<file path="src/rtl/conv_window_sequencer.sv">
// rtl/conv_window_sequencer.sv - captures one pixel tile and streams every WIN x WIN window of it
module conv_window_sequencer #(
    parameter int PIX_W  = 4,
    parameter int TILE   = 4,
    parameter int WIN    = 3,
    parameter int STRIDE = 1,
    localparam int NPOS  = (TILE - WIN) / STRIDE + 1,
    localparam int IDX_W = (NPOS > 1) ? $clog2(NPOS) : 1
) (
    input  logic                        clk,
    input  logic                        n_rst,
    input  logic                        tile_valid,
    output logic                        tile_ready,
    input  logic [TILE*TILE*PIX_W-1:0]  tile_pixels,
    input  logic                        abort,
    output logic                        win_valid,
    input  logic                        win_ready,
    output logic [WIN*WIN*PIX_W-1:0]    win_pixels,
    output logic [IDX_W-1:0]            win_row,
    output logic [IDX_W-1:0]            win_col,
    output logic                        win_last,
    output logic [15:0]                 tile_count
);

    typedef enum logic {IDLE, STREAM} state_t;

    localparam logic [IDX_W-1:0] LAST_IDX = IDX_W'(NPOS - 1);

    state_t                       state, state_nxt;
    logic [TILE*TILE*PIX_W-1:0]   tile_q;
    logic [IDX_W-1:0]             row_q, col_q, row_nxt, col_nxt;
    logic [15:0]                  cnt_q, cnt_nxt;
    logic                         load;
    logic                         last_pos;

    assign last_pos = (row_q == LAST_IDX) && (col_q == LAST_IDX);

    // Abort only matters while streaming; in IDLE the block behaves as if abort were low.
    always_comb begin
        state_nxt  = state;
        row_nxt    = row_q;
        col_nxt    = col_q;
        cnt_nxt    = cnt_q;
        load       = 1'b0;
        tile_ready = 1'b0;
        case (state)
            IDLE: begin
                tile_ready = 1'b1;
                if (tile_valid) begin
                    load      = 1'b1;
                    state_nxt = STREAM;
                    row_nxt   = '0;
                    col_nxt   = '0;
                end
            end
            STREAM: begin
                tile_ready = last_pos & win_ready & ~abort;
                if (abort) begin
                    state_nxt = IDLE;
                    row_nxt   = '0;
                    col_nxt   = '0;
                end else if (win_ready) begin
                    if (last_pos) begin
                        cnt_nxt = cnt_q + 16'd1;
                        row_nxt = '0;
                        col_nxt = '0;
                        if (tile_valid) begin
                            load = 1'b1;
                        end else begin
                            state_nxt = IDLE;
                        end
                    end else if (col_q == LAST_IDX) begin
                        col_nxt = '0;
                        row_nxt = row_q + IDX_W'(1);
                    end else begin
                        col_nxt = col_q + IDX_W'(1);
                    end
                end
            end
            default: state_nxt = IDLE;
        endcase
    end

    always_ff @(posedge clk or negedge n_rst) begin
        if (!n_rst) begin
            state  <= IDLE;
            tile_q <= '0;
            row_q  <= '0;
            col_q  <= '0;
            cnt_q  <= '0;
        end else begin
            state <= state_nxt;
            row_q <= row_nxt;
            col_q <= col_nxt;
            cnt_q <= cnt_nxt;
            if (load) begin
                tile_q <= tile_pixels;
            end
        end
    end

    // Window is a pure function of the stored tile and the position counters.
    always_comb begin
        win_pixels = '0;
        if (state == STREAM) begin
            for (int i = 0; i < WIN; i++) begin
                for (int j = 0; j < WIN; j++) begin
                    win_pixels[(i*WIN+j)*PIX_W +: PIX_W] =
                        tile_q[((int'(row_q)*STRIDE + i)*TILE + int'(col_q)*STRIDE + j)*PIX_W +: PIX_W];
                end
            end
        end
    end

    assign win_valid  = (state == STREAM);
    assign win_row    = win_valid ? row_q : '0;
    assign win_col    = win_valid ? col_q : '0;
    assign win_last   = win_valid & last_pos;
    assign tile_count = cnt_q;

endmodule

</file>
<file path="config.mk">
export PLATFORM = sky130hd
export DESIGN_NAME = conv_window_sequencer
export DESIGN_NICKNAME = d
export VERILOG_FILES = /design/src/rtl/conv_window_sequencer.sv
export SDC_FILE = /design/constraint.sdc
export NUM_CORES = 1
export LEC_CHECK = 0
export ABC_AREA = 1
export CORE_AREA = 2 2 98 100
export DETAILED_ROUTE_END_ITERATION = 16
export DIE_AREA = 0 0 100 102
export MAX_ROUTING_LAYER = met4
export PLACE_DENSITY = 0.89
export SETUP_SLACK_MARGIN = 0.05
export SYNTH_ARGS = -nofsm -noshare
export SYNTH_HDL_FRONTEND = slang
export SYNTH_SLANG_ARGS = --single-unit
</file>
<file path="constraint.sdc">
create_clock -name clk -period 1.98 [get_ports clk]
set_clock_uncertainty 0.05 [all_clocks]
set_input_delay 0.495 -clock clk [delete_from_list [all_inputs] [get_ports clk]]
set_output_delay 0.495 -clock clk [all_outputs]
set_load 0.01 [all_outputs]
</file>
==> reports/metrics.yaml <==
status: "finished with violations"
violations: "negative setup slack"
drtPass1Iterations: 6
cp_common_cell: "buf_12"
grt_max_degree: 84
postSynth.asyncResetShare_pct: 100
drv_slew: 0
crit_fanout: 6
path_buf_inv: 3
diodes: 0
relSlewSlack_pct: 69.4
grt_pass1_wl_um: 23300
clk_latency_ns: 0.35
wl_um: 18800
fin_crit_sh_pct: 120
routabilityCongestion: 0.993
power_per_cell_area_nw_per_um2: 1350
ant_nets: 0
required_ns: 1.43
drc: 0
cp-end-kind: "output pin"
rows: 35
synth_top_area_cell: "dfrtp_1"
fillerInstances: 551
synth_edf_count: 0
crit_path_top_delay_cell: "dfrtp_2"
min_path_type: "input pin to async pin"
hold_buffers: 0
worst_slew_pin_slew_ns: 0.459
final_hold_viol_count: 0
finish.net_count: 765
htreeDepth: 3
grt_usage_pct: 30.3
ioPinCount: 126
cpLargestDelayFamily: "flip-flops"
grt_pass1_vias: 4691
cts.path.max_buffers: 2
totalNegativeSetupSlack_ns: -19.67
synth_flop_cell: "dfrtp_1"
areaGrowthSynthToFinish_pct: 60.7
syn_nets: 601
p_leak_nw: 3.28
portBuffers: 125
drive_gt1_share_pct: 28.9
fp.dieH_um: 102
core_region_area_um2: 9110
slowest_delay_ns: 0.56
numCtsBuffers: 9
synth_cell_types: 22
antenna_found_initial: 0
synth_warnings: 0
cts_root_buf: "clkbuf_8"
syn_inst: 531
fmax_ghz: 0.422
ys_ff_latch: 83
synthTopCellsByArea: "dfrtp_1 (48%), nand2_1 (16%), mux2i_1 (8.3%)"
period_needed_ns: 2.37
drv_cap: 0
synthMostInstantiatedCell: "nand2_1"
cp-start-kind: "flop"
synth_area_um2: 4320
setup_viol: 103
viasPerCell: 6.32
start_util_pct: 47.5
crit_chain: "buf_12 -> buf_12 -> mux2i_4 -> o22ai_2 -> buf_2"
numClockSinks: 83
cts_tree: "built"
drtIter0Drc: 579
rsz0062_at_grt: "true"
fin_ws_ns: -0.391
wire_per_inst_um: 23.1
synth_area_per_cell_um2: 8.14
seq_area_frac_synth_pct: 48.0
ir_drop_mv: 0.643
finalPower_mw: 9.36
dieArea_um2: 10200
grt-ovfl-total: 0
clkTransAtPathRegs_ns: 0.10
synth_common_cells: "nand2_1 (188), dfrtp_1 (83), nand3_1 (72), mux2i_1 (36), o22ai_1 (36)"
vias: 5122
path_class: "flop to output pin"
die_w_um: 100
worst-endpoint-arrival_ns: 1.83
dp_hpwl_um: 9640
synth.top_cell.area_share_pct: 48.0
==> final timing paths <==
path | start | to | slack, ns | cells after the start
worst max-delay path | col_q$_DFFE_PN0P_ | win_pixels[6] | -0.39 | 5
worst min-delay path | n_rst | tile_q[25]$_DFFE_PN0P_ | 0.08 | 2
worst max register to register | col_q$_DFFE_PN0P_ | tile_q[0]$_DFFE_PN0P_ | -0.18 | 11
worst min register to register | tile_q[13]$_DFFE_PN0P_ | tile_q[13]$_DFFE_PN0P_ | 0.44 | 2
max in group asynchronous | n_rst | tile_count[3]$_DFFE_PN0P_ | 1.39 | 2
min in group clk | tile_q[13]$_DFFE_PN0P_ | tile_q[13]$_DFFE_PN0P_ | 0.44 | 2
==> registers in the layout, indices dropped and copies added (netlist names) <==
name        flops
row_q           1
win_valid       1
col_q           1
tile_count     16
tile_q         64
==> per-stage QoR <==
stage	cells	instance area (um2)	utilization, %	worst slack [ns]	hold WS [ns]
finish	811	6950	76.3	-0.391	0.0787
global route	811	6950	76.3	-0.440	0.127
CTS	784	6350	69.7	-0.318	0.128
detailed placement	768	5910	64.9	-0.473	0.409
global placement	768	5910	64.9	-0.443	0.401
floorplan	531	4320	-	0.226	0.149
==> worst reg2reg max path: stages (launching register included) <==
cell       delay (ns)
dfrtp_2          0.56
clkbuf_16        0.23
buf_8            0.11
nand3_4          0.08
o21ai_4          0.20
buf_6            0.12
buf_6            0.08
buf_8            0.12
nand2_8          0.10
buf_12           0.20
nand2_1          0.10
nand2_1          0.08
==> layout by cell type, fill, tap and decap left out, types with 2 or more instances in the layout <==
master / synthesis / routed
dfrtp_2: 0 / 5
nand3_1: 72 / 69
clkinv_4: 0 / 2
buf_8: 0 / 3
o21ai_0: 12 / 6
nand2_2: 0 / 16
clkbuf_16: 0 / 6
nand4_1: 4 / 4
dfrtp_1: 83 / 78
clkbuf_8: 0 / 9
buf_12: 0 / 12
buf_6: 0 / 8
nand3_2: 0 / 2
mux2i_4: 0 / 23
nor2_2: 1 / 6
clkdlybuf4s50_1: 0 / 82
nand3b_1: 5 / 5
inv_1: 24 / 24
xor2_1: 4 / 4
o21ai_1: 0 / 6
o22ai_2: 0 / 21
nor2_1: 20 / 14
xnor2_1: 5 / 5
buf_4: 8 / 36
mux2i_2: 0 / 4
mux2i_1: 36 / 9
o22ai_1: 36 / 15
bufinv_16: 0 / 4
buf_2: 12 / 32
clkbuf_2: 0 / 6
nand2_1: 188 / 170
==> power breakdown <==
part           internal (mW)  leakage [nW]  switching (mW)
combinational           2.28          2.11            2.55
clock                  0.971         0.131           0.676
sequential              2.19          1.04           0.695
total                   5.44          3.28            3.92
==> final cells by class <==
class	count	area (um2)	share of cell area (%)
clock inverters	6	138	1.98
multi-input cells	389	2540	36.6
flip-flops and latches	83	2080	30.0
repair buffers	187	1830	26.3
inverters	25	96.3	1.39
well taps	111	139	2.00
clock buffers	10	128	1.84
==> kinds of logic after synthesis <==
logic type                 after synthesis  synth area share (%)
muxes                                   36                  8.33
adders and majority gates                1                 0.289
and+or+nand+nor                        290                  28.0
xor gates and xnor gates                 9                  1.82
AOI/OAI and AO/OA                       53                  7.38
buffers and inverters                   59                  6.16
DFF                                     83                  48.0
==> metal layers <==
metal | GRT usage, % | vias up | wire length (um)
met5 | - | - | 0
met4 | 16.5 | 0 | 1470
met3 | 5.95 | 150 | 2020
met2 | 49.1 | 452 | 8880
met1 | 35.9 | 2420 | 6380
li1 | - | 2100 | -
==> timing repair <==
item | in CTS | in global routing
pin swaps | 1 | 7
buffers inserted | 0 | 21
resized for setup | 174 | 119
gates cloned | 0 | 7
setup endpoints to repair | 44 | 47
Note: power is estimated with default switching activity, not from simulation.
